<file path="src/rtl/lsq_pkg.sv">
// Shared definitions for the load/store request queue (lsq_fifo, ls_queue).
// Holds the controller state encoding, the dopc bit positions and a helper
// that packs the dopc field.
package lsq_pkg;

   // Controller states: accept requests (RUN) or wait for a terminate-marked
   // entry to leave the queue (DRAIN).
   typedef enum logic [0:0] {
      RUN   = 1'b0,
      DRAIN = 1'b1
   } lsq_state_e;

   // dopc = {ls_valid, sel_ls, terminate}
   localparam int DOPC_W   = 3;
   localparam int LS_VALID = 2;
   localparam int SEL_LS   = 1;
   localparam int TERM     = 0;

   // Pack the operation code of a request.
   // ls_valid is the inverse of sel1: sel1 = 1 marks a non-LS request.
   function automatic logic [DOPC_W-1:0] make_dopc(input logic sel1,
                                                   input logic sel_ls,
                                                   input logic term);
      logic [DOPC_W-1:0] d;
      d           = '0;
      d[LS_VALID] = ~sel1;
      d[SEL_LS]   = sel_ls;
      d[TERM]     = term;
      return d;
   endfunction

endpackage

</file>
<file path="src/rtl/lsq_fifo.sv">
// Storage and pointers for the load/store request queue.
// Plain circular buffer: DEPTH entries of W bits, power-of-two DEPTH so the
// pointers wrap naturally. The head entry reads as zero when empty.
// Pushes while full and pops while empty are ignored.
module lsq_fifo #(
   parameter int W     = 17,
   parameter int DEPTH = 4
) (
   input  logic                     clk,
   input  logic                     rst,
   input  logic                     push,
   input  logic                     pop,
   input  logic [W-1:0]             din,
   output logic [W-1:0]             dout,
   output logic [$clog2(DEPTH):0]   count,
   output logic                     full,
   output logic                     empty
);

   localparam int PTR_W = $clog2(DEPTH);
   localparam int CNT_W = PTR_W + 1;

   logic [W-1:0]     mem [DEPTH];
   logic [PTR_W-1:0] wr_ptr;
   logic [PTR_W-1:0] rd_ptr;
   logic             do_push;
   logic             do_pop;

   assign full    = (count == CNT_W'(DEPTH));
   assign empty   = (count == '0);
   assign do_push = push & ~full;
   assign do_pop  = pop & ~empty;

   // Head entry, forced to zero so an empty queue presents a clean bus.
   assign dout = empty ? '0 : mem[rd_ptr];

   // Entry storage: write the incoming entry at the write pointer.
   always_ff @(posedge clk) begin
      if (do_push) begin
         mem[wr_ptr] <= din;
      end
   end

   // Pointers and occupancy; reset flushes regardless of pending traffic.
   always_ff @(posedge clk) begin
      if (rst) begin
         wr_ptr <= '0;
         rd_ptr <= '0;
         count  <= '0;
      end else begin
         if (do_push) begin
            wr_ptr <= wr_ptr + PTR_W'(1);
         end
         if (do_pop) begin
            rd_ptr <= rd_ptr + PTR_W'(1);
         end
         case ({do_push, do_pop})
            2'b10:   count <= count + CNT_W'(1);
            2'b01:   count <= count - CNT_W'(1);
            default: count <= count;
         endcase
      end
   end

endmodule

</file>
<file path="src/rtl/ls_queue.sv">
// Load/store request queue between the issue stage and data memory.
// Builds {dopc, addr} per request, queues it in lsq_fifo and presents the
// head entry to data memory one cycle after the push (no bypass).
//
// Handshakes: a transfer happens on a rising edge where valid and ready are
// both high; valid never depends on ready in the same cycle. Upstream:
// req_valid_i/req_ready_o (and only for sel_module_i == 3'b111; other
// requests are dropped without stalling). Downstream: dm_valid_o/dm_ready_i.
//
// A request marked terminate moves the controller to DRAIN, which closes the
// input until that entry has been taken by data memory.
//
// Optional macro LSQ_OVF_CHECK_EN: adds the sticky address-overflow flag
// ovf_o; without it ovf_o is tied low and no carry logic exists.
module ls_queue
   import lsq_pkg::*;
#(
   parameter int ADDR_W = 14,
   parameter int DEPTH  = 4
) (
   input  logic                     clk,
   input  logic                     rst,
   input  logic                     req_valid_i,
   output logic                     req_ready_o,
   input  logic [2:0]               sel_module_i,
   input  logic [ADDR_W-1:0]        node_i,
   input  logic [ADDR_W-1:0]        opr1_i,
   input  logic [ADDR_W-1:0]        imm_i,
   input  logic                     mem_wen_i,
   input  logic                     sel1_i,
   input  logic                     sel_ls_i,
   input  logic                     terminate_i,
   output logic                     dm_valid_o,
   input  logic                     dm_ready_i,
   output logic [DOPC_W-1:0]        dm_dopc_o,
   output logic [ADDR_W-1:0]        dm_addr_o,
   output logic [$clog2(DEPTH):0]   count_o,
   output logic                     ovf_o
);

   localparam int EW = ADDR_W + DOPC_W;

   lsq_state_e        state;
   logic              full;
   logic              empty;
   logic              push;
   logic              pop;
   logic [ADDR_W-1:0] agu_addr;
   logic [ADDR_W-1:0] push_addr;
   logic [EW-1:0]     push_entry;
   logic [EW-1:0]     head_entry;
   logic [DOPC_W-1:0] head_dopc;

   // Handshake qualification.
   assign req_ready_o = (state == RUN) & ~full;
   assign push        = req_valid_i & req_ready_o & (&sel_module_i);
   assign dm_valid_o  = ~empty;
   assign pop         = dm_valid_o & dm_ready_i;

   // Address generation: wrapped base + offset, optionally with carry watch.
`ifdef LSQ_OVF_CHECK_EN
   logic [ADDR_W:0] sum_ext;
   logic            ovf_q;

   assign sum_ext  = {1'b0, opr1_i} + {1'b0, imm_i};
   assign agu_addr = sum_ext[ADDR_W-1:0];
   assign ovf_o    = ovf_q;

   // Sticky overflow: set by any pushed base+offset that carries out.
   always_ff @(posedge clk) begin
      if (rst) begin
         ovf_q <= 1'b0;
      end else if (push && !mem_wen_i && sum_ext[ADDR_W]) begin
         ovf_q <= 1'b1;
      end
   end
`else
   assign agu_addr = opr1_i + imm_i;
   assign ovf_o    = 1'b0;
`endif

   assign push_addr  = mem_wen_i ? node_i : agu_addr;
   assign push_entry = {make_dopc(sel1_i, sel_ls_i, terminate_i), push_addr};

   lsq_fifo #(
      .W     (EW),
      .DEPTH (DEPTH)
   ) u_fifo (
      .clk   (clk),
      .rst   (rst),
      .push  (push),
      .pop   (pop),
      .din   (push_entry),
      .dout  (head_entry),
      .count (count_o),
      .full  (full),
      .empty (empty)
   );

   assign head_dopc = head_entry[ADDR_W +: DOPC_W];
   assign dm_dopc_o = head_dopc;
   assign dm_addr_o = head_entry[ADDR_W-1:0];

   // Controller: close the input after a terminate push, reopen once the
   // terminate-marked entry has been popped. No pushes occur in DRAIN, so
   // the marked entry is the last one queued.
   always_ff @(posedge clk) begin
      if (rst) begin
         state <= RUN;
      end else begin
         case (state)
            RUN: begin
               if (push && terminate_i) begin
                  state <= DRAIN;
               end
            end
            DRAIN: begin
               if (pop && head_dopc[TERM]) begin
                  state <= RUN;
               end
            end
            default: state <= RUN;
         endcase
      end
   end

endmodule

</file>
<file path="config.mk">
export PLATFORM = sky130hd
export DESIGN_NAME = ls_queue
export DESIGN_NICKNAME = d
export VERILOG_FILES = /design/src/rtl/lsq_pkg.sv /design/src/rtl/lsq_fifo.sv /design/src/rtl/ls_queue.sv
export SDC_FILE = /design/constraint.sdc
export NUM_CORES = 1
export LEC_CHECK = 0
export BUFFER_PORTS_ARGS = -buffer_cell sky130_fd_sc_hd__buf_2
export CAP_MARGIN = 20
export CORE_UTILIZATION = 25
export CTS_CLUSTER_DIAMETER = 30
export DETAILED_ROUTE_END_ITERATION = 7
export GPL_ROUTABILITY_DRIVEN = 0
export PLACE_DENSITY = 0.5
export SYNTH_ARGS = -nofsm -noshare
export SYNTH_HDL_FRONTEND = slang
export SYNTH_SLANG_ARGS = --single-unit
</file>
<file path="constraint.sdc">
create_clock -name clk -period 2.6 [get_ports clk]
set_input_delay 0.39 -clock clk [delete_from_list [all_inputs] [get_ports clk]]
set_output_delay 0.39 -clock clk [all_outputs]
set_load 0.01 [all_outputs]
</file>
### Word level (Yosys, flattened, before mapping)

Memory sizes are Yosys's and may differ from the RTL's. A register that Yosys moved wholly into a read port is not among the register bits.
Cells that the tools add are included.

| word-level totals | value |
|---|---|
| memories kept | 1 |
| logic and storage cells | 38 |
| flip-flop bits (word level) | 8 |
| input port bits | 53 |
| RAM bits | 68 |

Memories:

| name | words | width | rd ports | clocked after memory_dff | wr ports | RTL line | text |
|---|---|---|---|---|---|---|---|
| u_fifo.mem | 4 | 17 | 1 | 1 | 1 | lsq_fifo.sv:23 | `logic [W-1:0] mem [DEPTH];` |

| cells by class | value |
|---|---|
| reduce and logical (&&, ||, !) cells | 5 |
| muxes and demuxes | 10 |
| eq/ne operators | 3 |
| bitwise gates (word level) | 10 |
| add/sub/neg operators | 5 |

Operators with widths:

| cell | count |
|---|---|
| 2-to-1 mux 17 bit | 1 |
| adder 14 bit | 1 |
| 2-to-1 mux 14 bit | 1 |
| AND 1 bit | 6 |
| case mux 3 bit (2 select lines) | 1 |
| adder 2 x 1 -> 2 bit, second input constant | 2 |
| 2-to-1 mux 1 bit | 4 |
| 2-to-1 mux 2 bit | 2 |
| NOT 1 bit | 4 |
| adder 3 x 1 -> 3 bit, second input constant | 1 |
| equality test 3 bit, second input constant | 1 |
| zero test 3 bit | 1 |
| AND reduction 3 bit | 1 |
| subtractor 3 x 1 -> 3 bit, second input constant | 1 |
| equality test 2 x 1 -> 1 bit, second input constant | 1 |
| equality test 2 bit, second input constant | 1 |
| logical AND 1 bit | 2 |
| case mux 1 bit (2 select lines) | 1 |
| nonzero test 2 bit | 1 |

### Depth between registers and ports, before layout

| logic depth | value |
|---|---|
| depth in word-level cells | 8 |
| depth in mapped cells | 9 |

### By module

Synthesis repeated with hierarchy kept, for this count alone.

| second synthesis, totals | value |
|---|---|
| cells, all modules | 296 |
| area, all modules | 4,036.4 µm² |

By module, submodules not included:

| module | seq. area each (µm²) | cells each | area each (µm²) | times used |
|---|---|---|---|---|
| lsq_fifo | 2,222.1 | 162 | 3,154.3 | 1 |
| ls_queue | 20.0 | 134 | 882.1 | 1 |

### Least setup slack after synthesis

OpenSTA, ideal clock, no wires.

| path | value |
|---|---|
| path type | input -> register |
| start point | in opr1_i[0] |
| end point | mem u_fifo.mem[0][10] (data pin) |
| data required time | 2.399 ns |
| setup slack | 0.236 ns |
| setup time | 0.201 ns |
| arrival | 2.163 ns |
| stages on the path | 7 |
| buffers on the path | 0 |
| cell sequence | ha_1 -> fa_1 -> a21o_1 -> a221oi_1 -> o211ai_1 -> xnor2_1 -> o21ai_0 |

| between the ends | value |
|---|---|
| longest elaborated chain between the ends | 2 |

Ends and longest elaborated chain:

| item | RTL line | text |
|---|---|---|
| from (decl) | ls_queue.sv:27 | `input logic [ADDR_W-1:0] opr1_i,` |
| adder 14 bit | ls_queue.sv:78 | `assign agu_addr = opr1_i + imm_i;` |
| 2-to-1 mux 14 bit | ls_queue.sv:82 | `assign push_addr = mem_wen_i ? node_i : agu_addr;` |
| named net push_addr[10] | ls_queue.sv:49 | `logic [ADDR_W-1:0] push_addr;` |
| to (decl) | lsq_fifo.sv:23 |  |

The timed path passes the listed nets, and every way through them passes these cells.

### Final worst setup path

Same ends and word-level chain as after synthesis.

==> results by group <==
Power
  – PD cells: about 670 mW/mm²
  – Worst vdd ir: roughly 0.24 mV
  – Static Leak: 0.00180 µW

Detailed routing
  – Met3 wire length: 339 µm
  – Met2 wire len: slightly below 4000 µm
  – Drt initial violations: 180
  – Wire length on met1: between 4000 and 5000 µm
  – Avg Vias per Cell: approximately 4.5
  – Post-route ant nets: 0
  – Post-route DRC: 0
  – DR pass1 iterations: 4
  – Via count: approximately 2.5k
  – WL/cell: ~15 µm
  – Wirelength, routed: 8350 µm
  – Max Used Layer: met4

Synth
  – Sequential fraction of the synthesis area: 58.4%
  – Syn avg cell area: ~14 µm²
  – Seq cells post-synth: 78
  – Synth Net Count: roughly 350
  – Syn. warnings: 0
  – Post-synth top flop: edfxtp_1
  – Ys async rst share: 0%
  – Top cell type's share of synthesized area: about 53%
  – EDFF count, synth: just under 70
  – Unique cell type count in the Yosys netlist: 46
  – Area contributors post-synth: edfxtp_1 (53%), mux4_2 (10%), ha_1 (5.9%)
  – Synth cell count leaders: edfxtp_1 (68), and2_1 (22), ha_1 (18), mux4_2 (17), nand2_1 (16)
  – Cells after Synth: between 200 and 300
  – Most numerous cell in the Yosys netlist: edfxtp_1
  – Mapped Area: roughly 0.0038 mm²
  – Synth area leader: edfxtp_1

Final layout
  – Post-Layout Cell Count: 543
  – Finished Core Util: 32.3%
  – Area grow syn2layout: 24.2%
  – Ant. Diodes: 0
  – Final nets: ~430
  – Post-route cell area: about 0.0048 mm²
  – Final-layout fill cell count: 1478
  – Layout cells sized above 1: between 30% and 40%

Global routing
  – Remaining global-route overflow: 0
  – Vias in the first global route: between 2k and 3k
  – Largest net degree at the start of global routing: 30
  – First-pass GRT wire length: 13400 µm
  – GRT Total Usage: 11.1%
  – Initial antenna violation count: 0

Clock network
  – Resized cells post-CTS: 0
  – Worst-Skew Late Latency: ~320 ps
  – CTS tree: built
  – CTS buffer count: 9
  – Clock transition at path regs: around 60 ps
  – Clock tree buffer depth: 2
  – Postcts setup bufs: 0
  – Cts hold-fix bufs: 0
  – CTS HTree Levels: 3
  – Clock tree sinks: between 70 and 80
  – CTS root buffer: clkbuf_16

STA
  – Final Hold Vio Count: 0
  – Minimum clock period: between 2000 and 2500 ps
  – Period utilisation layout: 88.0%
  – Least-Margin Pin Slew: approximately 590 ps
  – Clk_skew: roughly 4.7 ps
  – # setup viols final: 0
  – Final max-slew violation count: 0
  – RSZ-0062 raised after global routing: no
  – Slew HR: between 60% and 70%
  – Max frequency: approximately 440 MHz

Floorplanning
  – # IOs: 76
  – Core area: roughly 0.015 mm²
  – Initial Util: 26.0%
  – Die height: ~130 µm
  – Die width: between 100 and 150 µm
  – Core Rows: 44
  – Die area: 0.0158 mm²

Setup path
  – WP data arrival: 2370 ps
  – FF-to-FF Start: u_fifo.count[0]
  – Worst setup path class: in2reg
  – Worst EP required: ~2700 ps
  – Crit path launch: opr1_i[0]
  – Reg-to-reg endpoint: u_fifo.count[2]
  – Crit path capture type: flop
  – Reg2Reg Setup Slack: between 500 and 600 ps
  – Startpoint types: primary input
  – CP max FO: 4
  – Worst Reg2Reg Path Length in Cells: 8

Placement
  – Placed insts: 528
  – Placed inst area: roughly 0.0045 mm²
  – HPWL after DPL: 5900 µm
  – Buffers on Ports: 74

Hold path
  – Worst hold start: sel_ls_i
  – Hold worst-path end: u_fifo.mem[2][15]
  – Worst hold path type: in2reg
  – Hold path depth: 1

Outcome
  – Status: complete, no violations

Flow run
  – Number of max-cap violations: 0
[logic make-up (layout without fill, tap and decap cells)]
group                    count (synthesis)  after routing  share of synthesized area (%)
multiplexers                            21             21                           11.1
buffers and inverters                   22            107                           2.32
flip-flops                              78             78                           58.4
adder cells (fa/ha/maj)                 20             20                           6.91
AND/OR/NAND/NOR                         72             72                           10.3
other                                    1              1                         0.0977
XOR/XNOR                                13             13                           2.97
AO/OA/AOI/OAI                           47             47                           7.92
[stage by stage]
| stage | total power [µW] | hold slack (ps) | setup slack, ps | TNS, ps |
|---|---|---|---|---|
| after floorplan | 1730 | 485 | 236 | 0 |
| after CTS | 3210 | 285 | 275 | 0 |
| after detailed placement | 1910 | 529 | -46.5 | -316 |
| after global placement | 1900 | 509 | 52.6 | 0 |
| after global routing | 3320 | 301 | 122 | 0 |
| final | 3170 | 300 | 312 | 0 |
[layout make-up]
class,count,area [µm²],area share (%)
clock buffer,9,225,4.72
clock inverter,6,87.6,1.84
inverter,8,30.0,0.630
multi-input combinational,174,1510,31.6
sequential,78,2240,47.0
tap,184,230,4.83
timing repair buffer,84,445,9.34
[registers in the layout (all words and copies together), names as in the netlist, named ones only]
signal and cells:
u_fifo.wr_ptr 2, u_fifo.count 3, state 1, u_fifo.mem 68, u_fifo.rd_ptr 2
[how the worst max path moves through the flow]
stage          slack, ps                 to
3_3_place_gp          50  u_fifo.mem[0][10]
4_1_cts              280       dm_addr_o[8]
3_5_place_dp         -50  u_fifo.mem[1][10]
2_1_floorplan        240  u_fifo.mem[0][10]
6_report             310  u_fifo.mem[0][10]
5_1_grt              120  u_fifo.mem[0][10]
[layer usage]
metal	up-vias	GRT usage, %
met5	-	0
met4	0	3.40
met3	6	2.63
met2	70	17.6
met1	1174	14.9
li1	1203	-
[worst max-delay path, stage by stage]
cell and delay [ps]:
buf_2 100, ha_1 210, fa_1 420, a21o_1 210
a221oi_1 240, buf_4 180, o211ai_1 120, xnor2_1 140
o21ai_0 350
[power by group]
group	total, µW	switching [µW]	internal, µW
Sequential	1410	9.63	1400
Combinational	465	253	212
Clock	1300	464	832
Total	3170	727	2440
[layout by cell type, fill, tap and decap left out, types with 3 or more instances in the layout]
master and instances:
a21o_1 6, a21oi_1 8, a31oi_1 3, and2_1 22, and3_1 3, buf_2 74
buf_4 10, clkbuf_16 9, clkinvlp_4 3, dfxtp_1 10, edfxtp_1 68, ha_1 18
inv_1 8, mux4_2 17, nand2_1 16, nand3_1 3, nor2_1 12, o211ai_1 4
o21ai_0 13, or3_1 3, xnor2_1 7, xor2_1 6
(Power assumes the default switching activity.)
